### config.mk
export PLATFORM = sky130hd
export DESIGN_NAME = dcache_miss_ctrl
export DESIGN_NICKNAME = d
export VERILOG_FILES = /design/src/rtl/dcache_miss_ctrl.sv
export SDC_FILE = /design/constraint.sdc
export NUM_CORES = 1
export LEC_CHECK = 0
export ABC_AREA = 1
export BUFFER_PORTS_ARGS = -buffer_cell sky130_fd_sc_hd__buf_2
export CAP_MARGIN = 10
export CELL_PAD_IN_SITES_DETAIL_PLACEMENT = 0
export CELL_PAD_IN_SITES_GLOBAL_PLACEMENT = 2
export CORE_MARGIN = 3
export CORE_UTILIZATION = 28
export DETAILED_ROUTE_END_ITERATION = 16
export PLACE_DENSITY = 0.9
export SLEW_MARGIN = 20
export SYNTH_ARGS = -nofsm -noshare
export SYNTH_HDL_FRONTEND = slang
export SYNTH_SLANG_ARGS = --single-unit
export TNS_END_PERCENT = 20
### constraint.sdc
create_clock -name CLK -period 4.2 [get_ports CLK]
set_input_delay 0 -clock CLK [delete_from_list [all_inputs] [get_ports CLK]]
set_output_delay 0 -clock CLK [all_outputs]
set_load 0.05 [all_outputs]
### src/rtl/dcache_miss_ctrl.sv
// Dcache miss handler: dirty victim writeback, block fetch from RAM,
// then a one-cycle frame fill command.
module dcache_miss_ctrl #(
  parameter int WORDS     = 2,
  parameter int WORD_W    = 32,
  parameter int DTAG_W    = 26,
  parameter int DIDX_W    = 3,
  parameter int MAX_RETRY = 3
) (
  input  logic                    CLK,
  input  logic                    RST,
  input  logic                    miss_req,
  input  logic [31:0]             miss_addr,
  input  logic                    vic_dirty,
  input  logic [DTAG_W-1:0]       vic_tag,
  input  logic [WORDS*WORD_W-1:0] vic_data,
  input  logic [1:0]              ramstate,
  input  logic [WORD_W-1:0]       ramload,
  output logic                    ramREN,
  output logic                    ramWEN,
  output logic [31:0]             ramaddr,
  output logic [WORD_W-1:0]       ramstore,
  output logic                    miss_busy,
  output logic                    fill_we,
  output logic [DTAG_W-1:0]       fill_tag,
  output logic [DIDX_W-1:0]       fill_idx,
  output logic [WORDS*WORD_W-1:0] fill_data,
  output logic                    miss_done,
  output logic                    err
);

  localparam int WORD_COUNT = $clog2(WORDS);
  localparam int RW = $clog2(MAX_RETRY + 1);
  localparam int IDX_LO = WORD_COUNT + 2;

  localparam logic [1:0] ACCESS = 2'd2;
  localparam logic [1:0] ERROR  = 2'd3;

  typedef enum logic [2:0] {
    IDLE, WB, FETCH, COMMIT, FAULT
  } state_t;

  state_t state, next;

  logic [WORD_COUNT-1:0] cnt;
  logic [RW-1:0]         retry;
  logic [DTAG_W-1:0]     tag_q;
  logic [DIDX_W-1:0]     idx_q;
  logic [DTAG_W-1:0]     vtag_q;
  logic [WORD_W-1:0]     vdata_q [WORDS];
  logic [WORD_W-1:0]     fbuf_q  [WORDS];
  logic [WORDS*WORD_W-1:0] fbuf_flat;

  logic last, acc, er, give_up;
  logic unused_addr;

  assign last    = (cnt == WORD_COUNT'(WORDS - 1));
  assign acc     = (ramstate == ACCESS);
  assign er      = (ramstate == ERROR);
  assign give_up = er && (retry == RW'(MAX_RETRY - 1));
  assign unused_addr = ^miss_addr[IDX_LO-1:0];

  for (genvar g = 0; g < WORDS; g++) begin : g_pack
    assign fbuf_flat[g*WORD_W +: WORD_W] = fbuf_q[g];
  end

  always_ff @(posedge CLK) begin
    if (RST) state <= IDLE;
    else     state <= next;
  end

  always_comb begin
    next = state;
    unique case (state)
      IDLE:   if (miss_req) next = vic_dirty ? WB : FETCH;
      WB:     if (acc && last) next = FETCH;
              else if (give_up) next = FAULT;
      FETCH:  if (acc && last) next = COMMIT;
              else if (give_up) next = FAULT;
      COMMIT: next = IDLE;
      FAULT:  next = FAULT;
      default: next = IDLE;
    endcase
  end

  // Word counter, retry counter and latched miss context
  always_ff @(posedge CLK) begin
    if (RST) begin
      cnt    <= '0;
      retry  <= '0;
      tag_q  <= '0;
      idx_q  <= '0;
      vtag_q <= '0;
      for (int k = 0; k < WORDS; k++) begin
        vdata_q[k] <= '0;
        fbuf_q[k]  <= '0;
      end
    end else begin
      unique case (state)
        IDLE: if (miss_req) begin
          cnt    <= '0;
          retry  <= '0;
          tag_q  <= miss_addr[31 -: DTAG_W];
          idx_q  <= miss_addr[IDX_LO +: DIDX_W];
          vtag_q <= vic_tag;
          for (int k = 0; k < WORDS; k++)
            vdata_q[k] <= vic_data[k*WORD_W +: WORD_W];
        end
        WB, FETCH: begin
          if (acc) begin
            retry <= '0;
            cnt   <= cnt + 1'b1;
            if (state == FETCH) fbuf_q[cnt] <= ramload;
          end else if (er) begin
            retry <= retry + 1'b1;
          end
        end
        default: ;
      endcase
    end
  end

  always_comb begin
    ramREN    = 1'b0;
    ramWEN    = 1'b0;
    ramaddr   = '0;
    ramstore  = '0;
    miss_busy = (state != IDLE);
    fill_we   = 1'b0;
    miss_done = 1'b0;
    fill_tag  = '0;
    fill_idx  = '0;
    fill_data = '0;
    err       = 1'b0;
    unique case (state)
      WB: begin
        ramWEN   = 1'b1;
        ramaddr  = {vtag_q, idx_q, cnt, 2'b00};
        ramstore = vdata_q[cnt];
      end
      FETCH: begin
        ramREN  = 1'b1;
        ramaddr = {tag_q, idx_q, cnt, 2'b00};
      end
      COMMIT: begin
        fill_we   = 1'b1;
        miss_done = 1'b1;
        fill_tag  = tag_q;
        fill_idx  = idx_q;
        fill_data = fbuf_flat;
      end
      FAULT: err = 1'b1;
      default: ;
    endcase
  end

endmodule

==> results of run 1 <==
## metrics by stage
step	power (mW)	instances	hold WS [ns]	setup slack, ns	cell area, um^2
after detailed placement	2.88	1659	0.252	1.94	10400
after global placement	2.87	1659	0.244	1.94	10400
after floorplan	2.67	995	0.144	1.16	8580
final	4.58	1847	0.0362	1.52	12600
after CTS	4.65	1844	0.0147	1.46	12600
after global routing	4.80	1845	0.0747	1.32	12600
## cells by family (layout without fill, tap and decap cells)
group           Yosys count  after routing  share of synthesized area [%]
buf+inv                 343            802                           16.5
simple gates            339            339                           15.8
flops                   190            190                           59.3
compound gates          120            120                           8.20
fa+ha+maj                 1              1                          0.146
other cells               1              5                         0.0437
## registers in the layout, summed over array words and instances, names as in the netlist, named ones only
signal,cells
vdata_q,64
tag_q,26
state,3
idx_q,3
cnt,1
retry,2
vtag_q,26
fbuf_q,64
## layer usage
metal | vias up | track usage (%)
li1 | 3905 | -
met1 | 3499 | 17.2
met2 | 245 | 26.5
met3 | 29 | 3.58
met4 | 0 | 4.81
met5 | - | 0
## worst max-delay path, cell delays in order, from the launching register on
cell,delay [ns]
dfxtp_1,0.40
inv_2,0.08
nor3_2,0.42
inv_2,0.43
buf_4,0.42
nor2_1,0.20
buf_2,0.29
## cell type report
type                       count  area, um^2
timing repair buffer         481        3200
clock buffer                  21         482
clock inverter                11         118
sequential                   190        5080
antenna                        3        7.51
inverter                     289        1080
tap                          390         488
multi-input combinational    462        2100
fill                        2972       17300
## worst max-delay path by stage
| stage | to | slack, ns | startpoint |
|---|---|---|---|
| global placement | ramaddr[5] | 1.94 | state[2] |
| global route | ramaddr[5] | 1.32 | state[2] |
| floorplan | vdata_q[0][0] | 1.16 | state[0] |
| finish | fill_data[29] | 1.52 | state[0] |
| detailed placement | ramaddr[5] | 1.94 | state[2] |
| CTS | ramaddr[5] | 1.46 | state[2] |
## power breakdown
group,total [mW],switching [mW],internal [mW],leakage [nW]
clock network,1.65,0.721,0.925,0.305
logic,0.753,0.483,0.270,4.17
registers,2.19,0.0379,2.15,1.87
total,4.58,1.24,3.34,6.35
## cell usage after synthesis
master    number  area share [%]
a21oi_1       37             2.2
a31oi_1        1           0.073
buf_1          3            0.13
buf_2         20             1.2
buf_4         12             1.1
buf_6          8             1.1
clkbuf_1      11            0.48
clkinv_1       1           0.044
conb_1         1           0.044
dfxtp_1       62              14
edfxtp_1     128              45
ha_1           1            0.15
inv_1        284              12
inv_2          4            0.18
nand2_1       89             3.9
nand2_2        2            0.15
nand3_1        7            0.41
nand3_2        4            0.47
nor2_1       224             9.8
nor2_2        11            0.80
nor2_4         1            0.13
nor3_2         1            0.12
o21ai_0        1           0.058
o22ai_1       81             5.9
==> impl_metrics.csv, run 1 <==
group,metric,value,unit
status,status,"finished clean",
logic_synthesis,ys_seq_area_share,59.3,%
timing,hold_viol,0,
logic_synthesis,synth-seq-cells,190,
logic_synthesis,synth_area,8570,um^2
route,drc,0,
clock_network,clk_pin_slew_worst_paths,0.07,ns
clock_network,cts_hold_buf,153,
clock_network,clk_latency,0.43,ns
worst_setup_path,start_kind,"register",
power,max-vdd-ir-drop,0.214,mV
place,globalplace.congestion,0.767,
worst_setup_path,worstPathRequired,4.20,ns
global_route,antenna_found_initial,1,
timing,min_period,2.68,ns
timing,clock.fmax,0.373,GHz
route,routed_via_density,4.16,
route,m1WireLength,10300,um
global_route,grt_pass1_vias,7786,
place,hpwl,16300,um
power,p_leak,6.35,nW
timing,drv_slew,0,
layout,mostFrequentLayoutCell,"buf_2",
clock_network,root_buffer,"clkbuf_16",
layout,final_cell_mix,"buf_2, inv_1, nor2_1",
clock_network,clkSinkCount,190,
power,power_density,365,nW/um^2
logic_synthesis,ys_warn_count,0,
timing,skew,0.0139,ns
floorplanning,core_area,29900,um^2
floorplanning,initial_core_util,28.7,%
layout,drive_gt1_share,26.5,%
layout,final_nets,1602,
timing,setup_viol,0,
hold_path,hold_class,"input port to register",
route,vias,7678,
logic_synthesis,synth.distinct_cells,24,
place,port_buffers,317,
worst_setup_path,worstRegToRegCells,6,
worst_setup_path,timing.rr.end,"tag_q[1]",
clock_network,cts_tree,"done",
route,wl,24700,um
route,first_pass_iters,4,
global_route,grt_max_degree,78,
worst_setup_path,crit_fanout,50,
global_route,grt_usage,14.7,%
route,top_layer_used,"met4",
route,wl_met2,12500,um
hold_path,min_path_cells,5,
floorplanning,fp.dieW,181,um
clock_network,clk_path_buf_depth,2,
hold_path,hold_path_end,"retry[1]",
route,route.antenna.remaining_nets,0,
clock_network,cts_buffers,17,
hold_path,min_from,"ramstate[1]",
floorplanning,io_pins,323,
floorplanning,dieArea,32800,um^2
global_route,grt_pass1_wl,39100,um
worst_setup_path,endpoint_kind,"primary output",
timing,fin_crit_sh,63.9,%
floorplanning,rows,63,
route,first_iter_violations,277,
global_route,overflow,0,
timing,fin_setup_tns,0,ns
route,route.met3.wl,1420,um
worst_setup_path,r2r_slack,2.00,ns
timing,maxSlewHeadroom,38.9,%
clock_network,htreeDepth,4,
logic_synthesis,avgSynthCellArea,8.63,um^2
layout,fin_util,42.0,%
worst_setup_path,critPathArrivalTime,2.68,ns
timing,rsz0062_at_grt,"false",
logic_synthesis,synth_cells,994,
layout,syn2layout_area_growth,46.5,%
route,wl_per_cell,13.4,um
clock_network,cts_resized,0,
job,maxCapViolations,0,
worst_setup_path,reg2reg_from,"state[1]",
floorplanning,die_y,181,um
clock_network,post-cts-setup-buffers,0,
worst_setup_path,path_class,"register to primary output",
timing,tightest_slew,0.916,ns
(Power assumes the default switching activity.)
==> run 2, diff against run 1 <==
Settings changed: ABC_AREA 1 to 0, CORE_UTILIZATION 28 to 27, PLACE_DENSITY 0.9 to 0.86.
Clock period 4.2 ns to 2.4 ns, I/O delays scaled along.
==> impl_metrics.csv, run 2 <==
group,metric,value,unit
status,status,"finished clean",
timing,clock.fmax,0.472,GHz
logic_synthesis,synth-seq-cells,190,
route,route.antenna.remaining_nets,0,
floorplanning,io_pins,323,
global_route,grt_pass1_wl,39200,um
timing,tightest_slew,0.763,ns
layout,final_cell_mix,"buf_2, and2_1, dlygate4sd3_1",
logic_synthesis,synthTopCellsByArea,"edfxtp_1, dfxtp_1, and2_1, a22o_1, nor2_1",
power,p_leak,5.50,nW
route,routed_via_density,4.43,
worst_setup_path,endpoint_kind,"primary output",
route,first_pass_iters,5,
worst_setup_path,r2r_slack,0.47,ns
timing,hold_ws,0.302,ns
global_route,antenna_found_initial,1,
global_route,grt_max_degree,67,
logic_synthesis,synth_cells,717,
power,power_density,607,nW/um^2
logic_synthesis,ys_warn_count,0,
layout,fin_util,41.6,%
route,wl,25200,um
logic_synthesis,yosysTopAreaCell,"edfxtp_1",
floorplanning,dieArea,32900,um^2
floorplanning,die_y,181,um
timing,min_period,2.12,ns
floorplanning,fp.dieW,181,um
worst_setup_path,crit_fanout,27,
timing,setup_viol,0,
logic_synthesis,synth_area,8310,um^2
logic_synthesis,ys_seq_area_share,61.2,%
clock_network,clk_latency,0.43,ns
global_route,grt_pass1_vias,7169,
clock_network,clk_pin_slew_worst_paths,0.08,ns
logic_synthesis,avgSynthCellArea,11.6,um^2
worst_setup_path,path_class,"register to primary output",
clock_network,clk_path_buf_depth,2,
global_route,grt_usage,14.9,%
layout,multi_input_area,2920,um^2
clock_network,root_buffer,"clkbuf_16",
timing,skew,0.0139,ns
timing,hold_viol,0,
clock_network,htreeDepth,4,
floorplanning,core_area,30000,um^2
logic_synthesis,synth_async_sr_flop_share,0,%
logic_synthesis,yosysMostFrequentCell,"and2_1",
worst_setup_path,worstPathRequired,2.40,ns
hold_path,hold_class,"input port to register",
place,hpwl,16400,um
layout,top_regs,"fbuf_q: 64 flops, vdata_q: 64 flops",
timing,fin_crit_sh,88.3,%
layout,final_nets,1331,
layout,syn2layout_area_growth,50.2,%
place,globalplace.congestion,0.734,
timing,drv_slew,0,
timing,maxSlewHeadroom,49.1,%
route,wl_per_cell,16.0,um
layout,mostFrequentLayoutCell,"buf_2",
job,maxCapViolations,0,
clock_network,cts_tree,"done",
logic_synthesis,synth.distinct_cells,38,
logic_synthesis,synth_ff_type,"edfxtp_1",
logic_synthesis,synth_top_area_share,46.3,%
timing,fin_setup_tns,0,ns
route,vias,6973,
layout,n_fill_cell,2931,
floorplanning,initial_core_util,27.7,%
worst_setup_path,start_kind,"register",
timing,rsz0062_at_grt,"false",
clock_network,post-cts-setup-buffers,0,
logic_synthesis,yosys-top-cells-count,"and2_1, edfxtp_1, nor2_1",
worst_setup_path,critPathArrivalTime,2.12,ns
layout,drive_gt1_share,32.0,%
logic_synthesis,synth_edf_count,128,
global_route,overflow,0,
power,max-vdd-ir-drop,0.451,mV
route,drc,0,
route,first_iter_violations,328,
clock_network,cts_buffers,17,
place,port_buffers,317,
floorplanning,rows,63,
clock_network,clkSinkCount,190,
layout,register_area,5090,um^2
[run 2: cell count changes after synthesis, sizes merged, moves of 11 or more]
| cell | delta |
|---|---|
| inv | -282 |
| and2 | +163 |
| nor2 | -133 |
| a22o | +81 |
| o22ai | -80 |
| nand2 | -52 |
| mux2i | +34 |
| a21oi | -32 |
| nand3 | -11 |
[run 2: logic make-up (layout without fill, tap and decap cells)]
logic type | count (synthesis) | in the layout | share of synthesized area [%]
mux | 35 | 35 | 4.23
compound gates | 101 | 101 | 10.2
simple gates | 324 | 324 | 20.2
buf+inv | 65 | 530 | 3.96
fa+ha+maj | 1 | 1 | 0.151
other cells | 1 | 3 | 0.0452
flops | 190 | 190 | 61.2
[run 2: final timing paths]
path	depth (start not counted)	to	startpoint
setup / recovery	6	ramaddr[10]	state[1]
setup reg to reg	4	vdata_q[1][10]	state[2]
hold / removal	3	tag_q[3]	miss_addr[9]
hold reg to reg	2	retry[1]	retry[1]
[run 2: layout make-up]
type | count | area share, %
multi-input combinational | 463 | 23.4
sequential | 190 | 40.8
clock inverter | 13 | 0.963
tap | 390 | 3.91
antenna | 1 | 0.0201
timing repair buffer | 492 | 27.0
clock buffer | 19 | 3.64
inverter | 6 | 0.231
[run 2: worst max-delay path, cell delays in order (launching register included)]
cell,delay [ns]
dfxtp_1,0.31
buf_4,0.17
nand2b_1,0.19
nand2b_1,0.22
inv_4,0.28
a22o_1,0.21
buf_2,0.27
[run 2: report_power, final]
group          switching [mW]  internal [mW]
sequential             0.0859           3.71
clock                    1.32           1.50
combinational           0.501          0.456
total                    1.90           5.67
[run 2: metrics by stage]
| stage | setup WS (ns) | power (mW) | cell area (um^2) | instances |
|---|---|---|---|---|
| 2_1_floorplan | 0.0231 | 4.33 | 8310 | 718 |
| 3_3_place_gp | 0.371 | 4.61 | 10300 | 1385 |
| 3_5_place_dp | 0.334 | 4.63 | 10300 | 1385 |
| 4_1_cts | 0.0156 | 7.69 | 12500 | 1573 |
| 5_1_grt | 0.105 | 7.92 | 12500 | 1574 |
| 6_report | 0.280 | 7.58 | 12500 | 1574 |
[run 2: routing by layer]
metal	GRT usage, %	wire (um)
met1	18.2	10700
met2	25.3	12300
met3	3.91	1450
met4	5.82	637
met5	0	0
[run 2: what timing repair did]
action / in CTS / in global routing
hold endpoints to repair: 188 / 0
gates resized for setup: 0 / 4
endpoints found under the setup margin: 0 / 93
hold buffers: 156 / 0
==> run 3, diff against run 2 <==
==> constraint.sdc (replaced) <==
create_clock -name CLK -period 2.4 [get_ports CLK]
set_input_delay 0.24 -clock CLK [delete_from_list [all_inputs] [get_ports CLK]]
set_output_delay 0.24 -clock CLK [all_outputs]
set_load 0.05 [all_outputs]
==> impl_metrics.csv, run 3 (synthesized netlist as in run 2, its figures left out) <==
group,metric,value,unit
status,status,"finished clean",
global_route,overflow,0,
hold_path,min_from,"vic_tag[9]",
route,drc,0,
floorplanning,initial_core_util,27.7,%
worst_setup_path,r2r_slack,0.62,ns
worst_setup_path,critical-path-max-stage-delay,0.32,ns
timing,hold_viol,0,
hold_path,hold_class,"input port to register",
global_route,grt_util_met3,4.01,%
global_route,grt_pass1_vias,6635,
route,first_iter_violations,344,
global_route,met1_usage,17.6,%
global_route,grt_pass1_wl,37000,um
timing,setup_viol,0,
floorplanning,fp.dieW,181,um
timing,clock.fmax,0.446,GHz
clock_network,htreeDepth,4,
timing,drv_slew,0,
layout,mostFrequentLayoutCell,"buf_2",
clock_network,clk_path_buf_depth,2,
timing,hold_ws,0.0242,ns
place,place_area,10300,um^2
floorplanning,core_area,30000,um^2
floorplanning,dieArea,32900,um^2
timing,rsz0062_at_grt,"false",
clock_network,clkSinkCount,190,
timing,min_period,2.24,ns
place,globalplace.congestion,0.741,
layout,stdcell_count,1446,
worst_setup_path,crit_fanout,27,
place,port_buffers,317,
power,finalPower,7.40,mW
worst_setup_path,critPathSlowestCell,"dfxtp_1",
global_route,grt_max_degree,67,
route,wl,23900,um
route,first_pass_iters,4,
timing,skew,0.00876,ns
layout,fin_area,11200,um^2
layout,top_regs,"fbuf_q: 64 flops, vdata_q: 64 flops",
layout,final_nets,1201,
worst_setup_path,worstRegToRegCells,5,
global_route,antenna_found_initial,4,
timing,fin_crit_sh,93.4,%
layout,final_cell_mix,"buf_2, and2_1, edfxtp_1",
floorplanning,die_y,181,um
worst_setup_path,cp_num_buf_inv,3,
timing,setup_ws,0.160,ns
worst_setup_path,crit_chain,"buf_4, nand2b_1, nor2_2, buf_6, a22o_1, buf_2",
route,route.antenna.remaining_nets,0,
clock_network,post-cts-setup-buffers,0,
global_route,grt_usage,14.1,%
route,vias,6484,
worst_setup_path,path_class,"register to primary output",
hold_path,min_path_cells,2,
global_route,top_usage_layer,"met2",
timing,maxSlewHeadroom,52.1,%
job,maxCapViolations,0,
route,routed_via_density,4.48,
place,hpwl,15900,um
clock_network,clk_latency,0.43,ns
power,power_density,661,nW/um^2
worst_setup_path,timing.rr.end,"tag_q[1]",
clock_network,root_buffer,"clkbuf_16",
place,place_ws,0.476,ns
worst_setup_path,endpoint_kind,"primary output",
layout,fin_util,37.3,%
worst_setup_path,path_delay_family,"buffers and inverters",
worst_setup_path,worstPathRequired,2.16,ns
layout,drive_gt1_share,35.8,%
worst_setup_path,critPathArrivalTime,2.00,ns
worst_setup_path,start_kind,"register",
global_route,met2_usage,23.6,%
place,dp_cells,1383,
power,max-vdd-ir-drop,0.344,mV
timing,fin_setup_tns,0,ns
route,wl_per_cell,16.5,um
clock_network,cts_buffers,17,
power,p_leak,4.94,nW
floorplanning,rows,63,
clock_network,cts_tree,"done",
clock_network,clk_pin_slew_worst_paths,0.08,ns
timing,tightest_slew,0.719,ns
hold_path,hold_path_end,"vtag_q[9]",
worst_setup_path,reg2reg_from,"state[0]",
layout,syn2layout_area_growth,34.7,%
layout,n_fill_cell,3005,
floorplanning,io_pins,323,
-- run 3: cell count changes in the layout (fill, tap and decap cells not counted), moves of 2 or more --
cell and change:
dlygate4sd3_1 -128, inv_8 +4, buf_4 -3, bufinv_8 -2, clkinv_8 +2, clkinvlp_4 -2, diode_2 +2
-- run 3: worst max-delay path by stage --
stage | start | end | slack (ns) | depth (start not counted)
global placement | state[2] | ramaddr[11] | 0.49 | 5
CTS | state[2] | ramstore[22] | 0.02 | 5
floorplan | state[2] | vdata_q[0][0] | 0.02 | 6
finish | state[0] | ramaddr[23] | 0.16 | 6
global route | state[0] | fill_tag[7] | 0.03 | 6
detailed placement | state[2] | ramaddr[23] | 0.48 | 5
-- run 3: timing repair --
| item | CTS | global route |
|---|---|---|
| endpoints found under the setup margin | 1 | 57 |
| hold buffers | 28 | 0 |
| gates resized for setup | 1 | 3 |
| pin swaps | 0 | 0 |
| hold endpoints to repair | 28 | 0 |
-- run 3: area by class of cell --
type	instances	area, um^2	area share [%]
clock inverters	14	144	1.29
repair buffers	362	2080	18.6
multi-input cells	463	2920	26.1
inverters	6	28.8	0.257
clock buffers	18	429	3.84
well taps	390	488	4.36
diodes	3	7.51	0.0671
flip-flops and latches	190	5090	45.5
-- run 3: metal layers --
metal	wire (um)	vias to the layer above	part of all wire (%)
li1	-	3129	-
met1	10100	3107	42
met2	11800	220	49
met3	1570	26	6.6
met4	411	2	1.7
met5	13	-	0.054
-- run 3: where the power goes --
part | internal, mW | switching (mW)
Sequential | 3.71 | 0.0818
Combinational | 0.316 | 0.466
Clock | 1.39 | 1.43
